`src/rtl/mult_seq_if.sv`:
```
// Handshake and result bundle between the CPU pipeline (master) and the
// sequential multiplier (slave).
interface mult_seq_if #(
    parameter int WIDTH = 32
);
    logic [WIDTH-1:0] a;
    logic [WIDTH-1:0] b;
    logic             is_signed;
    logic             start;
    logic [WIDTH-1:0] hi;
    logic [WIDTH-1:0] lo;
    logic             busy;
    logic             done;

    modport master (
        output a, b, is_signed, start,
        input  hi, lo, busy, done
    );

    modport slave (
        input  a, b, is_signed, start,
        output hi, lo, busy, done
    );
endinterface

```
`src/rtl/mult_seq.sv`:
```
// Iterative radix-2 shift-add multiplier for MULT/MULTU (WIDTH x WIDTH -> 2*WIDTH).
// Optional macro MULT_ZERO_BYPASS_EN: zero operands skip the RUN phase.
module mult_seq #(
    parameter int WIDTH = 32
) (
    input  logic      clock,
    input  logic      reset,
    mult_seq_if.slave bus
);
    localparam int CW = $clog2(WIDTH);

    typedef enum logic [1:0] {IDLE, RUN, FIX} state_t;

    state_t           state, state_d;
    logic [WIDTH-1:0] acc, acc_d;
    logic [WIDTH-1:0] mcand, mcand_d;
    logic [WIDTH-1:0] mplier, mplier_d;
    logic [WIDTH-1:0] hi, hi_d;
    logic [WIDTH-1:0] lo, lo_d;
    logic [CW-1:0]    count, count_d;
    logic             neg, neg_d;
    logic             busy, busy_d;
    logic             done, done_d;
    logic [WIDTH:0]   sum;
    logic [2*WIDTH-1:0] prod;

    assign bus.hi   = hi;
    assign bus.lo   = lo;
    assign bus.busy = busy;
    assign bus.done = done;

    // NOTE: every register, datapath included, is cleared so an aborted
    // operation can never leak a partial product into hi/lo.
    always_ff @(posedge clock) begin
        if (!reset) begin
            state  <= IDLE;
            acc    <= '0;
            mcand  <= '0;
            mplier <= '0;
            count  <= '0;
            neg    <= 1'b0;
            hi     <= '0;
            lo     <= '0;
            busy   <= 1'b0;
            done   <= 1'b0;
        end else begin
            // NOTE: non-blocking so all registers update from the same
            // pre-edge values regardless of statement order.
            state  <= state_d;
            acc    <= acc_d;
            mcand  <= mcand_d;
            mplier <= mplier_d;
            count  <= count_d;
            neg    <= neg_d;
            hi     <= hi_d;
            lo     <= lo_d;
            busy   <= busy_d;
            done   <= done_d;
        end
    end

    always_comb begin
        // NOTE: hold-by-default assignments first keep this block latch-free.
        state_d  = state;
        acc_d    = acc;
        mcand_d  = mcand;
        mplier_d = mplier;
        count_d  = count;
        neg_d    = neg;
        hi_d     = hi;
        lo_d     = lo;
        busy_d   = busy;
        done_d   = 1'b0;
        sum      = '0;
        prod     = {acc, mplier};

        unique case (state)
            IDLE: begin
                if (bus.start) begin
                    acc_d   = '0;
                    count_d = '0;
                    busy_d  = 1'b1;
                    state_d = RUN;
                    if (bus.is_signed) begin
                        mcand_d  = bus.a[WIDTH-1] ? -bus.a : bus.a;
                        mplier_d = bus.b[WIDTH-1] ? -bus.b : bus.b;
                        neg_d    = bus.a[WIDTH-1] ^ bus.b[WIDTH-1];
                    end else begin
                        mcand_d  = bus.a;
                        mplier_d = bus.b;
                        neg_d    = 1'b0;
                    end
`ifdef MULT_ZERO_BYPASS_EN
                    if ((bus.a == '0) || (bus.b == '0)) begin
                        mplier_d = '0;
                        neg_d    = 1'b0;
                        state_d  = FIX;
                    end
`endif
                end
            end

            RUN: begin
                sum = {1'b0, acc} + (mplier[0] ? {1'b0, mcand} : '0);
                {acc_d, mplier_d} = {sum, mplier[WIDTH-1:1]};
                count_d = count + CW'(1);
                if (count == CW'(WIDTH - 1)) state_d = FIX;
            end

            FIX: begin
                if (neg) prod = -prod;
                hi_d    = prod[2*WIDTH-1:WIDTH];
                lo_d    = prod[WIDTH-1:0];
                done_d  = 1'b1;
                busy_d  = 1'b0;
                state_d = IDLE;
            end

            default: state_d = IDLE;
        endcase
    end
endmodule
```
`src/flat_wrapper.sv`:
```
// flat-port wrapper written by rule: the top's interface ports become plain ports
module mult_seq_flat 
#(
    parameter int WIDTH = 32
)
  (clock, reset, bus_a, bus_b, bus_is_signed, bus_start, bus_hi, bus_lo, bus_busy, bus_done);
  mult_seq_if #(.WIDTH(WIDTH)) bus_i ();
  input  logic clock;
  input  logic reset;
  input wire logic [$bits(bus_i.a)-1:0] bus_a;
  input wire logic [$bits(bus_i.b)-1:0] bus_b;
  input wire logic [$bits(bus_i.is_signed)-1:0] bus_is_signed;
  input wire logic [$bits(bus_i.start)-1:0] bus_start;
  output wire logic [$bits(bus_i.hi)-1:0] bus_hi;
  output wire logic [$bits(bus_i.lo)-1:0] bus_lo;
  output wire logic [$bits(bus_i.busy)-1:0] bus_busy;
  output wire logic [$bits(bus_i.done)-1:0] bus_done;
  assign bus_i.a = bus_a;
  assign bus_i.b = bus_b;
  assign bus_i.is_signed = bus_is_signed;
  assign bus_i.start = bus_start;
  assign bus_hi = bus_i.hi;
  assign bus_lo = bus_i.lo;
  assign bus_busy = bus_i.busy;
  assign bus_done = bus_i.done;
  mult_seq #(.WIDTH(WIDTH)) u_core (.clock(clock), .reset(reset), .bus(bus_i));
endmodule
```
`config.mk`:
```
export PLATFORM = sky130hd
export DESIGN_NAME = mult_seq_flat
export DESIGN_NICKNAME = d
export VERILOG_FILES = /design/src/rtl/mult_seq_if.sv /design/src/rtl/mult_seq.sv /design/src/flat_wrapper.sv
export SDC_FILE = /design/constraint.sdc
export NUM_CORES = 1
export LEC_CHECK = 0
export CAP_MARGIN = 20
export CORE_ASPECT_RATIO = 0.8
export CORE_UTILIZATION = 50
export DETAILED_ROUTE_END_ITERATION = 8
export HOLD_SLACK_MARGIN = 0.02
export MAX_ROUTING_LAYER = met4
export PLACE_DENSITY = 0.77
export SLEW_MARGIN = 20
export SYNTH_ARGS = -nofsm -noshare
export SYNTH_HDL_FRONTEND = slang
export SYNTH_SLANG_ARGS = --single-unit
```
`constraint.sdc`:
```
create_clock -name clock -period 5.55 [get_ports clock]
set_input_delay 1.11 -clock clock [delete_from_list [all_inputs] [get_ports clock]]
set_output_delay 1.11 -clock clock [all_outputs]
set_load 0.01 [all_outputs]
```
Yosys cells after proc, flatten, opt, wreduce, memory -nomap -nowiden

Cells that the tools add are included.

Flip-flop bits (word level): 170
Logic and storage cells: 47
Output and inout bits: 66
Bits of input ports: 68

Reduce and logical (&&, ||, !) cells: 7
Multiplexer cells: 19
Bitwise gates (word level): 1
Eq/ne operators: 5
$add $sub $neg: 5

Operator list:

| operator              | number |
|---|---|
| $mux W32              | 7 |
| $pmux W32 S2          | 2 |
| $mux W64              | 1 |
| $neg A32 Y32          | 2 |
| $neg A64 Y64          | 1 |
| $add A32 B33 Y33      | 1 |
| $pmux W5 S2           | 1 |
| $reduce_and A2 Y1     | 4 |
| $add A5 B1 Y5 const B | 1 |
| $eq A5 B5 Y1 const B  | 1 |
| $mux W5               | 1 |
| $mux W2               | 2 |
| $pmux W2 S2           | 1 |
| $reduce_bool A2 Y1    | 2 |
| $mux W1               | 3 |
| $eq A2 B1 Y1 const B  | 1 |
| $eq A2 B2 Y1 const B  | 1 |
| $logic_not A2 Y1      | 1 |
| $ne A2 B1 Y1 const B  | 1 |
| $ne A2 B2 Y1 const B  | 1 |
| $pmux W1 S2           | 1 |
| $xor A1 B1 Y1         | 1 |

Logic depth before layout (Yosys ltp)

Depth in word-level cells: 5
Gate-level depth with buffers: 12
Depth with buffers taken out: 11

Least setup slack after synthesis

Ideal clock, no wire load.

Path type: input port to flip-flop
Start point: input port bus_b[12]
End point: register u_core.mplier[28]
Data required time: 5.422 ns
Setup time: 0.128 ns
Stages on the path: 7
Slack: 2.262 ns
Path buffers: 0
Arrival time: 3.161 ns
Cells stage by stage: or4_4 > or3_1 > or3_4 > o41ai_2 > xnor2_1 > a222oi_1 > nor2_1

Longest elaborated chain between the ends: 5

Ends and longest elaborated chain:

| element              | line               | source |
|---|---|---|
| from (decl)          | flat_wrapper.sv:11 | `input wire logic [$bits(bus_i.b)-1:0] bus_b;` |
| $neg A32 Y32         | mult_seq.sv:86     | `mplier_d = bus.b[WIDTH-1] ? -bus.b : bus.b;` |
| $mux W32             | mult_seq.sv:86     |  |
| $mux W32             | mult_seq.sv:84     | `if (bus.is_signed) begin` |
| $mux W32             | mult_seq.sv:79     | `if (bus.start) begin` |
| $pmux W32 S2         | mult_seq.sv:77     | `unique case (state)` |
| to (signal assigned) | mult_seq.sv:52     | `mplier <= mplier_d;` |
| to (decl)            | mult_seq.sv:17     | `logic [WIDTH-1:0] mplier, mplier_d;` |

Every way passes these cells. The select of a mux whose other input is x is not followed.
A chain may end at the register's enable or synchronous reset.

Final worst setup path

Start point: input port bus_b[4]
End point: register u_core.mplier[28]

The elaborated chain is that of the path after synthesis.

==> reports/results.ini <==
[timing]
drv_slew=0
post-route-period-util=0.697
tns_ps=0
setup_viol=0
max_clock_freq_mhz=259
rsz0062_at_grt=no
layout_setup_ws_ps=1680
relSlewSlack=0.271
worst_slew_pin_slew_ps=1090
period_needed_ps=3870
clock-skew-final_ps=14.8
hold_viol=0

[drt]
wl_met3_um=2600
vias=9923
drc=0
drt-met1-wl_um=14000
topRoutingLayerUsed=met4
postRouteAntennaNets=0
first_iter_violations=1127
vias_per_cell=6.01
wl_per_cell_um=17.5
firstDrtPassIters=8
wl_met2_um=12000
drt-total-wl_um=28900

[synthesis]
ys_seq_area_frac=0.330
ys_warn_count=0
ys.flop_type=dfxtp_1
synth_area_leaders=dfxtp_1, xor2_1, o21ai_0
synthesis.nets=1400
synth.distinct_cells=63
ys_top_cells_by_count=dfxtp_1, nand2_1, o21ai_0, nor2_1, xor2_1
synthArstFlopShare=0
yosysTopAreaCell=dfxtp_1
synth_top_area_frac=0.330
synth.most_common_cell=dfxtp_1
synth-seq-cells=170
synth_area_mm2=0.0103
synth_edf_count=0
postSynthCellCount=1294
syn_avg_cell_area_um2=7.97

[clock_network]
cts_tree=built
cts_resized=0
clock-sinks=170
cts_hold_buf=0
post_cts_buffers=0
htree_levels=4
path_clk_slew_ps=70
cts_root_buffer=clkbuf_16
ctsLongestPathBuffers=2
clock_latency_ps=430
cts_buffers=17

[grt]
grt_pass1_vias=8715
track_usage=0.280
antenna_found_initial=0
grt_pass1_wl_um=45800
overflow=0
grt_max_degree=95

[floorplan]
placementRows=46
initial_core_util=0.515
core_area_mm2=0.0200
die_x_um=163
num_io_pins=134
die_area_mm2=0.0212
dieHeight_um=130

[cells_and_area]
n_antenna_cell=0
syn_to_final_growth_pct=19.7
instances_no_fill=1652
drive_above_1_share=0.0584
num-fill-cells=1835
fin_area_mm2=0.0123
nets=1481
utilization=0.616

[worst_setup_path]
startpoint_type=primary input
end_kind=flop
critical_path_arrival_ps=4150
path_max_fanout=7
required_ps=5830
critical_path_class=primary input to flop

[power]
clock_power_share=0.392
pwr-share-comb=0.162
swShare=0.287
power.leakage_nw=4.39
peakVddDrop_mv=0.226
switchingPower_uw=846
p_seq_frac=0.446
pwr_density_cell_mw_per_mm2=239
power.internal_mw=2.11

[min_path]
hold_class=flop to flop

[placement]
io_buffers=133
dpl.hpwl_um=21400
placed_cells=1620
place_ws_ps=1310
gp_congestion=0.962
place_area_mm2=0.0118

[run_status]
status=complete, no violations

[job]
drv_cap=0

-- path summary, 6_finish.rpt --
path | start | end | slack [ps] | depth (start not counted)
hold reg to reg | u_core.bus.hi[19] | u_core.bus.hi[19] | 450 | 2
setup reg to reg | u_core.mplier[0] | u_core.acc[21] | 2000 | 12
hold / removal | u_core.bus.hi[19] | u_core.bus.hi[19] | 450 | 2
setup / recovery | bus_b[4] | u_core.mplier[28] | 1680 | 8
-- flip-flops by register name, indices dropped and copies added (netlist names) --
name and cells:
u_core.bus.lo 32, u_core.bus.done 1, u_core.mplier 32, u_core.state 2, u_core.mcand 32, u_core.neg 1, u_core.acc 32, u_core.count 5
u_core.bus.hi 32, u_core.bus.busy 1
-- placed cells by master, fill, tap and decap left out, drive strengths merged, types with 7 or more instances in the layout --
cell and n:
clkbuf 20, xnor2 43, o31ai 35, o41ai 25
or4 14, nand3 38, a222oi 29, a211oi 28
nand4 17, nor2 99, nand2 159, or2 8
nor3 21, o21a 10, ha 37, o211ai 7
dfxtp 170, or3 30, nor4 10, a31oi 7
clkdlybuf4s50 133, a21oi 65, xor2 91, o21ai 151
inv 25, buf 8, and2 38
-- power groups by stage --
stage	Clock, mW	Sequential (mW)	Combinational, mW
2_1_floorplan	0	1.32	0.322
3_5_place_dp	0	1.34	0.468
6_report	1.16	1.32	0.478
4_1_cts	1.17	1.31	0.471
5_1_grt	1.23	1.32	0.524
3_3_place_gp	0	1.34	0.463
-- worst max-delay path, cell delays in order --
cell	delay (ps)
clkdlybuf4s50_1	460
nor4_1	820
nand3_1	430
or3_4	530
o41ai_2	320
xnor2_1	100
a222oi_1	300
nor2_1	70
-- area by class of cell --
| type | instances | area (µm²) | share of cell area |
|---|---|---|---|
| Multi-Input combinational cell | 1024 | 6560 | 0.532 |
| Sequential cell | 170 | 3400 | 0.276 |
| Timing Repair Buffer | 141 | 1390 | 0.113 |
| Clock buffer | 20 | 457 | 0.0370 |
| Tap cell | 264 | 330 | 0.0268 |
| Clock inverter | 12 | 114 | 0.00923 |
| Inverter | 21 | 78.8 | 0.00639 |
-- cells by family (layout without fill, tap and decap cells) --
logic type | after synthesis | after routing | share of synthesized area
and+or+nand+nor | 457 | 457 | 0.217
buffers and inverters | 100 | 194 | 0.0364
AOI/OAI and AO/OA | 391 | 391 | 0.252
adders and majority gates | 38 | 38 | 0.0469
muxes | 4 | 4 | 0.00388
xor gates and xnor gates | 134 | 134 | 0.114
DFF | 170 | 170 | 0.330
-- through the flow --
stage	power, mW	hold slack (ps)
2_1_floorplan	1.65	432
3_3_place_gp	1.80	433
3_5_place_dp	1.81	441
4_1_cts	2.96	451
5_1_grt	3.07	469
6_report	2.95	447
-- per-layer routing --
metal / vias to the layer above / global-route usage
li1: 4892 / -
met1: 4610 / 0.405
met2: 399 / 0.401
met3: 22 / 0.0578
met4: 0 / 0.0506
met5: - / -
Power figures use the tool's default switching activity.
